File: config.mk
export PLATFORM = sky130hd
export DESIGN_NAME = matrix_product_sequencer
export DESIGN_NICKNAME = d
export VERILOG_FILES = /design/src/rtl/matrix_product_sequencer.sv
export SDC_FILE = /design/constraint.sdc
export NUM_CORES = 1
export LEC_CHECK = 0
export ABC_CLOCK_PERIOD_IN_PS = 4890
export CAP_MARGIN = 15
export CORE_MARGIN = 2
export CORE_UTILIZATION = 45
export DETAILED_ROUTE_END_ITERATION = 16
export PLACE_DENSITY = 0.69
export SKIP_LAST_GASP = 1
export SYNTH_ARGS = -nofsm -noshare
export SYNTH_HDL_FRONTEND = slang
export SYNTH_SLANG_ARGS = --single-unit
File: constraint.sdc
create_clock -name clk -period 4.89 [get_ports clk]
set_input_delay 0.978 -clock clk [delete_from_list [all_inputs] [get_ports clk]]
set_output_delay 0.978 -clock clk [all_outputs]
set_load 0.01 [all_outputs]
File: src/rtl/matrix_product_sequencer.sv
// matrix_product_sequencer
//   Computes the eight element products of a 2x2 by 2x2 matrix multiply with a
//   single shared multiplier, one product per cycle. The results are packed in
//   slot order so that the downstream adder, summing adjacent pairs, produces
//   c00, c01, c10 and c11.
//
//   Slot map:
//     p0=a00*b00  p1=a01*b10  p2=a00*b01  p3=a01*b11
//     p4=a10*b00  p5=a11*b10  p6=a10*b01  p7=a11*b11
//
//   Ports:
//     clk, rst_n            clock, asynchronous active-low reset
//     in_valid / in_ready   input handshake for matrix_a / matrix_b
//     matrix_a, matrix_b    packed elements, [E-1:0]=x00, then x01, x10, x11
//     out_valid / out_ready output handshake for products / overflow
//     products              eight ELEM_W slots, slot k at [(k+1)E-1:kE]
//     overflow              some product of this result exceeded ELEM_W bits
//     busy                  a pair is being multiplied or is waiting to drain
//
//   state  | meaning
//   -------+--------------------------------------------------------------
//   S_IDLE | waiting for an input pair, in_ready high
//   S_MUL  | one product per cycle, slot selected by index_q
//   S_DONE | result complete and held, out_valid high until out_ready
module matrix_product_sequencer #(
    parameter int ELEM_W   = 6,
    parameter bit SATURATE = 1'b0
) (
    input  logic                  clk,
    input  logic                  rst_n,
    input  logic                  in_valid,
    output logic                  in_ready,
    input  logic [4*ELEM_W-1:0]   matrix_a,
    input  logic [4*ELEM_W-1:0]   matrix_b,
    output logic                  out_valid,
    input  logic                  out_ready,
    output logic [8*ELEM_W-1:0]   products,
    output logic                  overflow,
    output logic                  busy
);

    typedef enum logic [1:0] {
        S_IDLE = 2'd0,
        S_MUL  = 2'd1,
        S_DONE = 2'd2
    } state_t;

    state_t                 state_q, state_d;
    logic [2:0]             index_q, index_d;
    logic [4*ELEM_W-1:0]    a_q, a_d;
    logic [4*ELEM_W-1:0]    b_q, b_d;
    logic [8*ELEM_W-1:0]    products_q, products_d;
    logic                   overflow_q, overflow_d;

    logic [1:0]             a_sel;
    logic [1:0]             b_sel;
    logic [ELEM_W-1:0]      op_a;
    logic [ELEM_W-1:0]      op_b;
    logic [2*ELEM_W-1:0]    prod_full;
    logic                   prod_ovf;
    logic [ELEM_W-1:0]      prod_store;

    // index bit 2 picks the row of A, bit 0 the column of A (which is also
    // the row of B), bit 1 the column of B. This reproduces the slot map.
    always_comb begin
        a_sel      = {index_q[2], index_q[0]};
        b_sel      = {index_q[0], index_q[1]};
        op_a       = a_q[int'(a_sel)*ELEM_W +: ELEM_W];
        op_b       = b_q[int'(b_sel)*ELEM_W +: ELEM_W];
        prod_full  = (2*ELEM_W)'(op_a) * (2*ELEM_W)'(op_b);
        prod_ovf   = |prod_full[2*ELEM_W-1:ELEM_W];
        prod_store = (SATURATE && prod_ovf) ? {ELEM_W{1'b1}} : prod_full[ELEM_W-1:0];
    end

    always_comb begin
        state_d    = state_q;
        index_d    = index_q;
        a_d        = a_q;
        b_d        = b_q;
        products_d = products_q;
        overflow_d = overflow_q;
        case (state_q)
            S_IDLE: begin
                if (in_valid) begin
                    a_d        = matrix_a;
                    b_d        = matrix_b;
                    products_d = '0;
                    overflow_d = 1'b0;
                    index_d    = 3'd0;
                    state_d    = S_MUL;
                end
            end
            S_MUL: begin
                products_d[int'(index_q)*ELEM_W +: ELEM_W] = prod_store;
                overflow_d = overflow_q | prod_ovf;
                index_d    = index_q + 3'd1;
                if (index_q == 3'd7) begin
                    state_d = S_DONE;
                end
            end
            S_DONE: begin
                if (out_ready) begin
                    state_d = S_IDLE;
                end
            end
            default: begin
                state_d = S_IDLE;
            end
        endcase
    end

    always_ff @(posedge clk or negedge rst_n) begin
        if (!rst_n) begin
            state_q    <= S_IDLE;
            index_q    <= 3'd0;
            a_q        <= '0;
            b_q        <= '0;
            products_q <= '0;
            overflow_q <= 1'b0;
        end else begin
            state_q    <= state_d;
            index_q    <= index_d;
            a_q        <= a_d;
            b_q        <= b_d;
            products_q <= products_d;
            overflow_q <= overflow_d;
        end
    end

    assign in_ready  = (state_q == S_IDLE);
    assign out_valid = (state_q == S_DONE);
    assign busy      = (state_q != S_IDLE);
    assign products  = products_q;
    assign overflow  = overflow_q;

endmodule
==> summary.txt, run 1 <==
Top FF cell, synth: dfrtp_1
critical path class: reg -> reg
Post-synth ARST share: 100%
Area contributors post-synth: dfrtp_1, mux2_2, mux2i_1
pin count of the biggest net entering global routing: 102
CP required: 5.16 ns
CTS Buffer Depth: 2
1st-iter DRT viols: 377
Final HPWL DP: 12300 um
max_cap viols: 0
Post-DP Area: 0.00770 sq mm
chip width: 124 um
unrepaired setup endpoints after global routing: false
cell count after synthesis: 609
H-tree depth: 3
final total negative setup slack: 0 ns
most common cell in the synthesized netlist: dfrtp_1
Post-synth EDFFs: 0
Seq/Total Area, Yosys: 39.6%
vias in the first global route: 5247
Core Region: 0.0139 sq mm
total grt overflow: 0
Vias: 5141
Tmin final: 4.55 ns
Setup Skew: 0.00493 ns
clock-pin slew on the worst setup and hold paths: 0.07 ns
Clock Sinks: 102
clk root buf: clkbuf_16
Die H: 124 um
post-route DRC violation count: 0
Fill cells: 1198
Tot GR Track Use: 23.0%
CTS tree: built
wirelength, routed: 16600 um
Crit Path Max Fanout: 13
relative slew slack: 36.3%
DIE AREA: 0.0153 sq mm
CP startpoint kind: flip-flop
Buffers on Ports: 103
endpoints failing hold: 0
first-pass GRT wire length: 27000 um
post-synth top area share: 39.6%
initial antenna violation count: 0
routed len/inst: 18.5 um
final setup violation count: 0
#FFs+latches synth: 102
status: finished clean
Post-synth top cells: dfrtp_1, nand2_1, mux2_2
post-synth top area cell: dfrtp_1
setup bufs post-CTS: 0
Site Rows: 43
Initial DRT Pass Iterations: 5
starting density of the core: 46.3%
clk_lat worst skew: 0.35 ns
IO Count: 104
Worst Setup End Kind: flip-flop
Final nets: 808
Post-Syn Area: 0.00645 sq mm
post_cts resized: 0
syn avg cell area: 10.6 sq um
number of synthesis warnings: 0
RD Place Congestion: 1.00
share of post-route cells with drive strength above 1: 15.1%
post-route cell area: 0.00807 sq mm
n_diodes: 0
max-slew violations: 0
Yosys cell types: 61
FMAX: 220 MHz
hold crit path type: reg -> reg
crit path DAT: 4.82 ns
Post-DRT Antenna Nets: 0
CTS Buf Count: 9
final hold slack: 0.505 ns
syn nets: 706
Worst-Margin Slew: 0.951 ns
# hold bufs at CTS: 0
Tcrit/Tclk final: 93.1%
vias per std cell: 5.74
Area Overhead vs Synth: 25.0%
-- routing by layer --
metal	vias to the layer above	GRT usage, %	routed length, um
li1	2377	-	-
met4	0	7.03	224
met2	204	35.0	7620
met1	2543	33.4	7630
met3	17	4.67	1140
met5	-	0	0
-- sequential cells by signal (all words and copies together) (netlist names) --
| name | flops |
|---|---|
| products | 48 |
| a_q | 24 |
| b_q | 24 |
| index_q | 3 |
| state_q | 2 |
| overflow | 1 |
-- through the flow --
step / std cells / util [%] / setup WS [ns]
floorplan: 609 / - / 0.436
CTS: 895 / 57.7 / 0.302
global placement: 879 / 55.3 / 0.385
global route: 896 / 57.9 / 0.0429
detailed placement: 879 / 55.3 / 0.323
finish: 896 / 57.9 / 0.339
-- kinds of logic after synthesis --
| group | synth area share, % |
|---|---|
| xor gates and xnor gates | 1.88 |
| AOI/OAI and AO/OA | 10.2 |
| and+or+nand+nor | 14.8 |
| adders and majority gates | 10.8 |
| muxes | 19.1 |
| DFF | 39.6 |
| buffers and inverters | 3.68 |
-- critical path: stages (launching register included) --
cell and delay [ns]:
dfrtp_1 0.81, mux4_2 0.66, nand2_1 0.12, fa_1 0.41, inv_1 0.07, ha_1 0.24, fa_1 0.56, inv_1 0.06
fa_1 0.55, nor2_1 0.19, o21ai_0 0.20, o32a_1 0.40, o22ai_1 0.18
-- placed cells by master, fill, tap and decap left out, drive strengths merged, types with 6 or more instances in the layout --
cell type / instances
a21oi: 11
a31oi: 12
and2: 15
buf: 19
clkbuf: 9
clkdlybuf4s50: 102
dfrtp: 102
fa: 18
ha: 27
inv: 29
mux2: 49
mux2i: 41
mux4: 12
nand2: 98
nand2b: 7
nand3: 14
nor2: 25
nor2b: 7
nor3: 8
nor4: 6
o21ai: 15
o22ai: 7
o32a: 6
xnor2: 8
-- layout make-up --
type,instances,area [sq um],area share [%]
multi-input combinational,450,3670,45.5
sequential,102,2550,31.6
timing repair buffer,121,1180,14.6
clock buffer,9,225,2.79
tap,180,225,2.79
clock inverter,7,115,1.43
inverter,27,101,1.26
-- final timing paths --
path                                  from            to  slack [ns]  cells after the start
max in group asynchronous            rst_n  products[12]        3.16                      2
worst min register to register     a_q[21]       a_q[21]        0.50                      1
worst max-delay path            index_q[0]  products[42]        0.34                     12
worst min-delay path               a_q[21]       a_q[21]        0.50                      1
min in group asynchronous            rst_n        b_q[3]        0.73                      1
worst max register to register  index_q[0]  products[42]        0.34                     12
Power of run 1 is left out: the tool's default activity adds up to more than one toggle a clock period on the data nets, which glitch-free logic cannot reach.
==> run 2, diff against run 1 <==
--- a/config.mk
+++ b/config.mk
@@ -5,7 +5,7 @@
 export SDC_FILE = /design/constraint.sdc
 export NUM_CORES = 1
 export LEC_CHECK = 0
-export ABC_CLOCK_PERIOD_IN_PS = 4890
+export ABC_CLOCK_PERIOD_IN_PS = 4820
 export CAP_MARGIN = 15
 export CORE_MARGIN = 2
 export CORE_UTILIZATION = 45
==> constraint.sdc (replaced) <==
create_clock -name clk -period 4.82 [get_ports clk]
set_input_delay 0.964 -clock clk [delete_from_list [all_inputs] [get_ports clk]]
set_output_delay 0.964 -clock clk [all_outputs]
set_load 0.01 [all_outputs]
==> summary.txt, run 2 (same netlist as run 1, synthesis figures left out) <==
Initial DRT Pass Iterations: 5 (unchanged)
n_diodes: 0 (unchanged)
relative slew slack: 39.0% (was 36.3%)
Die H: 124 um (unchanged)
Buf/Inv on CP: 2 (unchanged)
vias per std cell: 5.69 (was 5.74)
1st-iter DRT viols: 412 (was 377)
initial antenna violation count: 0 (unchanged)
hold crit path type: reg -> reg (unchanged)
number of flip-flops in the largest register: 48 (unchanged)
crit path DAT: 4.59 ns (was 4.82 ns)
Final HPWL DP: 12800 um (was 12300 um)
Crit-path slowest cell: mux4_2 (was dfrtp_1)
CP startpoint kind: flip-flop (unchanged)
total grt overflow: 0 (unchanged)
Core Region: 0.0139 sq mm (unchanged)
Crit Path Max Fanout: 13 (unchanged)
final setup violation count: 0 (unchanged)
Largest stage delay, worst path: 0.63 ns (was 0.81 ns)
RD Place Congestion: 0.960 (was 1.00)
Fill cells: 1212 (was 1198)
post_cts resized: 0 (unchanged)
family with the most delay on the worst path: adder cells (unchanged)
Worst-Margin Slew: 0.909 ns (was 0.951 ns)
Tcrit/Tclk final: 90.7% (was 93.1%)
critical path class: reg -> reg (unchanged)
Clock Sinks: 102 (unchanged)
H-tree depth: 3 (unchanged)
Register Area: 0.00255 sq mm (about the same)
CP required: 5.04 ns (was 5.16 ns)
first-pass GRT wire length: 28100 um (was 27000 um)
final total negative setup slack: 0 ns (unchanged)
share of post-route cells with drive strength above 1: 15.5% (was 15.1%)
Worst Setup End Kind: flip-flop (unchanged)
Site Rows: 43 (unchanged)
# hold bufs at CTS: 0 (unchanged)
starting density of the core: 46.3% (unchanged)
Setup Skew: 0.00843 ns (was 0.00493 ns)
Buffers on Ports: 103 (unchanged)
Vias: 5105 (was 5141)
FMAX: 229 MHz (was 220 MHz)
CTS Buf Count: 9 (unchanged)
max_cap viols: 0 (unchanged)
Tmin final: 4.37 ns (was 4.55 ns)
clk root buf: clkbuf_16 (unchanged)
setup bufs post-CTS: 0 (unchanged)
CTS Buffer Depth: 2 (unchanged)
wirelength, routed: 17000 um (was 16600 um)
CTS tree: built (unchanged)
IO Count: 104 (unchanged)
max-slew violations: 0 (unchanged)
Multi-input gate area: 0.00367 sq mm (unchanged)
clk_lat worst skew: 0.35 ns (about the same)
commonest cells after routing, fill and taps aside: clkdlybuf4s50_1, dfrtp_1, nand2_1, mux2_2, mux2i_1 (was dfrtp_1, clkdlybuf4s50_1, nand2_1, mux2_2, mux2i_1)
Tot GR Track Use: 24.0% (was 23.0%)
clock-pin slew on the worst setup and hold paths: 0.07 ns (about the same)
Final nets: 809 (was 808)
DIE AREA: 0.0153 sq mm (unchanged)
endpoints failing hold: 0 (unchanged)
Top cell by count, worst path: fa_1 (unchanged)
chip width: 124 um (unchanged)
routed len/inst: 19.0 um (was 18.5 um)
CP Cell Sequence: mux4_2 -> nand2_1 -> fa_1 -> inv_1 -> ha_1 -> fa_1 -> inv_1 -> fa_1 -> nor2_1 -> o21ai_0 -> o32a_1 -> o22ai_1 (unchanged)
status: finished clean (unchanged)
post-route DRC violation count: 0 (unchanged)
unrepaired setup endpoints after global routing: false (unchanged)
pin count of the biggest net entering global routing: 60 (was 102)
most common cell after layout, fill and taps aside: clkdlybuf4s50_1
Post-DRT Antenna Nets: 0 (unchanged)
Area Overhead vs Synth: 24.5% (was 25.0%)
vias in the first global route: 5466 (was 5247)
## run 2: cell count changes in the layout (fill, tap and decap cells not counted), sizes merged
| cell | change |
|---|---|
| buf | +1 |
| clkbuf | +1 |
| bufinv | -1 |
| clkinvlp | -1 |
| inv | +1 |
## run 2: final cells by class
cell class              instances  share of cell area [%]
flip-flops and latches        102                    31.8
clock buffers                  10                    2.97
repair buffers                122                    14.6
inverters                      27                    1.26
multi-input cells             450                    45.7
clock inverters                 6                   0.903
well taps                     180                    2.80
## run 2: per-stage QoR
step	cell area, sq um	worst slack [ns]	instances	util [%]	hold WS, ns
2_1_floorplan	6450	0.366	609	-	0.474
3_3_place_gp	7720	0.289	881	55.4	0.484
3_5_place_dp	7720	0.166	881	55.4	0.489
4_1_cts	8030	0.179	897	57.6	0.507
5_1_grt	8030	0.0674	897	57.7	0.520
6_report	8030	0.448	897	57.7	0.504
## run 2: path summary, 6_finish.rpt
path	start	endpoint	slack (ns)	cells past startpoint
setup reg to reg	index_q[0]	products[10]	0.45	12
max in group asynchronous	rst_n	index_q[1]	3.09	2
setup / recovery	index_q[0]	products[10]	0.45	12
min in group asynchronous	rst_n	b_q[3]	0.65	1
hold reg to reg	b_q[13]	b_q[13]	0.50	1
hold / removal	b_q[13]	b_q[13]	0.50	1
## run 2: metal layers
metal,share of wire [%],global-route usage [%]
met1,47,35.0
met2,45,36.5
met3,5.8,3.66
met4,1.8,8.31
met5,0,0
## run 2: worst register-to-register path: stages, from the launching register on
cell	delay (ns)
dfrtp_2	0.62
mux4_2	0.64
nand2_1	0.12
fa_1	0.42
inv_1	0.07
ha_1	0.24
fa_1	0.56
inv_1	0.07
fa_1	0.62
nor2_1	0.09
o21ai_0	0.40
o32a_1	0.28
o22ai_1	0.11
Power of run 2 is left out for the same reason.
==> run 3, diff against run 2 <==
--- a/config.mk
+++ b/config.mk
@@ -7,10 +7,12 @@
 export LEC_CHECK = 0
 export ABC_CLOCK_PERIOD_IN_PS = 4820
 export CAP_MARGIN = 15
+export CELL_PAD_IN_SITES_DETAIL_PLACEMENT = 1
+export CELL_PAD_IN_SITES_GLOBAL_PLACEMENT = 2
 export CORE_MARGIN = 2
-export CORE_UTILIZATION = 45
+export CORE_UTILIZATION = 35
 export DETAILED_ROUTE_END_ITERATION = 16
-export PLACE_DENSITY = 0.69
+export PLACE_DENSITY_LB_ADDON = 0.1
 export SKIP_LAST_GASP = 1
 export SYNTH_ARGS = -nofsm -noshare
 export SYNTH_HDL_FRONTEND = slang
==> summary.txt, run 3 (same netlist as run 1, synthesis figures left out) <==
status: finished clean (unchanged)
DIE AREA: 0.0195 sq mm (was 0.0153 sq mm)
CTS tree: built (unchanged)
Clock Sinks: 102 (unchanged)
first-pass GRT wire length: 31200 um (was 28100 um)
1st-iter DRT viols: 282 (was 412)
Worst Hold Launch: a_q[17] (was b_q[13])
total grt overflow: 0 (unchanged)
critical path class: reg -> reg (unchanged)
reg-to-reg startpoint: index_q[1] (was index_q[0])
wirelength, routed: 18700 um (was 17000 um)
Site Rows: 49 (was 43)
hold crit path type: reg -> reg (unchanged)
Tcrit/Tclk final: 90.5% (was 90.7%)
vias per std cell: 5.43 (was 5.69)
Final nets: 807 (was 809)
Multi-input gate area: 0.00367 sq mm (unchanged)
clk root buf: clkbuf_16 (unchanged)
CP Depth: 12 (unchanged)
pin count of the biggest net entering global routing: 68 (was 60)
Core Region: 0.0180 sq mm (was 0.0139 sq mm)
number of flip-flops in the largest register: 48 (unchanged)
Area Overhead vs Synth: 25.2% (was 24.5%)
Largest stage delay, worst path: 0.67 ns (was 0.63 ns)
post-route DRC violation count: 0 (unchanged)
CP required: 5.06 ns (was 5.04 ns)
Worst Setup End Kind: flip-flop (unchanged)
clk_lat worst skew: 0.36 ns (was 0.35 ns)
routed len/inst: 19.8 um (was 19.0 um)
RD Place Congestion: 0.867 (was 0.960)
n_diodes: 0 (unchanged)
final worst setup slack: 0.457 ns (was 0.448 ns)
crit path DAT: 4.60 ns (was 4.59 ns)
worst reg2reg endpoint: products[42] (was products[10])
Vias: 5124 (was 5105)
Register Area: 0.00255 sq mm (unchanged)
IO Count: 104 (unchanged)
unrepaired setup endpoints after global routing: false (unchanged)
Tot GR Track Use: 20.1% (was 24.0%)
max_cap viols: 0 (unchanged)
post-route cell area: 0.00808 sq mm (was 0.00803 sq mm)
commonest cells after routing, fill and taps aside: clkdlybuf4s50_1, dfrtp_1, nand2_1, mux2_2, mux2i_1 (unchanged)
hold path cells: 1 (unchanged)
Buf/Inv on CP: 2 (unchanged)
Tmin final: 4.36 ns (was 4.37 ns)
starting density of the core: 35.8% (was 46.3%)
vias in the first global route: 5561 (was 5466)
endpoints failing hold: 0 (unchanged)
chip width: 140 um (was 124 um)
Post-DRT Antenna Nets: 0 (unchanged)
CP Cell Sequence: mux4_2 -> nand2_1 -> fa_1 -> inv_1 -> ha_1 -> fa_1 -> inv_1 -> fa_1 -> nor2_1 -> o21ai_0 -> o32a_1 -> o22ai_1 (unchanged)
Post-DP Area: 0.00777 sq mm (was 0.00772 sq mm)
family with the most delay on the worst path: adder cells (unchanged)
cell count after placement: 928 (was 881)
Die H: 140 um (was 124 um)
Worst-Margin Slew: 1.04 ns (was 0.909 ns)
Buffers on Ports: 103 (unchanged)
Crit-path slowest cell: mux4_2 (unchanged)
Setup Skew: 0.0100 ns (was 0.00843 ns)
CTS Buf Count: 9 (unchanged)
Post-Layout Cell Count: 944 (was 897)
clock-pin slew on the worst setup and hold paths: 0.08 ns (was 0.07 ns)
Top cell by count, worst path: fa_1 (unchanged)
H-tree depth: 3 (unchanged)
max-slew violations: 0 (unchanged)
Crit Path Max Fanout: 11 (was 13)
most common cell after layout, fill and taps aside: clkdlybuf4s50_1 (unchanged)
R2R depth: 12 (unchanged)
CP startpoint kind: flip-flop (unchanged)
Place WS: 0.281 ns (was 0.166 ns)
final setup violation count: 0 (unchanged)
initial antenna violation count: 0 (unchanged)
share of post-route cells with drive strength above 1: 15.2% (was 15.5%)
FF-to-FF setup slack: 0.46 ns (was 0.45 ns)
CTS Buffer Depth: 2 (unchanged)
FMAX: 229 MHz (about the same)
final total negative setup slack: 0 ns (unchanged)
relative slew slack: 29.7% (was 39.0%)
Fill cells: 1980 (was 1212)
Hold EP: a_q[17] (was b_q[13])
Initial DRT Pass Iterations: 4 (was 5)
Final HPWL DP: 14100 um (was 12800 um)
==> run 3: cell count changes in the layout (fill, tap and decap cells not counted), sizes merged <==
cell	change
buf	-2
bufinv	-1
clkbuf	-1
clkinv	+2
==> run 3: worst max path at each step <==
stage,slack [ns],endpoint,start
after floorplan,0.37,products[13],index_q[0]
after global placement,0.39,products[32],index_q[0]
after detailed placement,0.28,products[25],index_q[0]
after CTS,0.25,products[25],index_q[0]
after global routing,0.17,products[25],index_q[1]
final,0.46,products[42],index_q[1]
==> run 3: per-stage QoR <==
stage	util (%)	hold slack (ns)
CTS	44.8	0.510
global route	44.8	0.527
detailed placement	43.1	0.490
finish	44.8	0.507
floorplan	-	0.474
global placement	43.1	0.486
==> run 3: worst reg2reg max path, delay by kind of cell, from the launching register on <==
family          cells  cell delay (ns)
compound gates      3             0.83
fa+ha+maj           4             1.83
buf+inv             2             0.13
flops               1             0.55
mux                 1             0.67
simple gates        2             0.23
==> run 3: per-layer routing <==
layer,vias up,share of wire [%],track usage (%)
met5,-,0,0
met4,0,0.88,4.16
met3,12,4.0,3.58
met2,118,46,32.0
met1,2608,49,28.8
li1,2386,-,-
==> run 3: timing repair <==
action / 4_1_cts / 5_1_grt
endpoints found under the setup margin: 0 / 5
setup buffers: 0 / 0
hold buffers: 0 / 0
resized for setup: 0 / 2
==> run 3: layout make-up <==
cell class | instances | share of cell area (%)
repair buffers | 120 | 14.3
inverters | 27 | 1.25
flip-flops and latches | 102 | 31.6
clock inverters | 7 | 1.07
clock buffers | 9 | 2.79
multi-input cells | 450 | 45.4
well taps | 229 | 3.55
Power of run 3 is left out for the same reason.
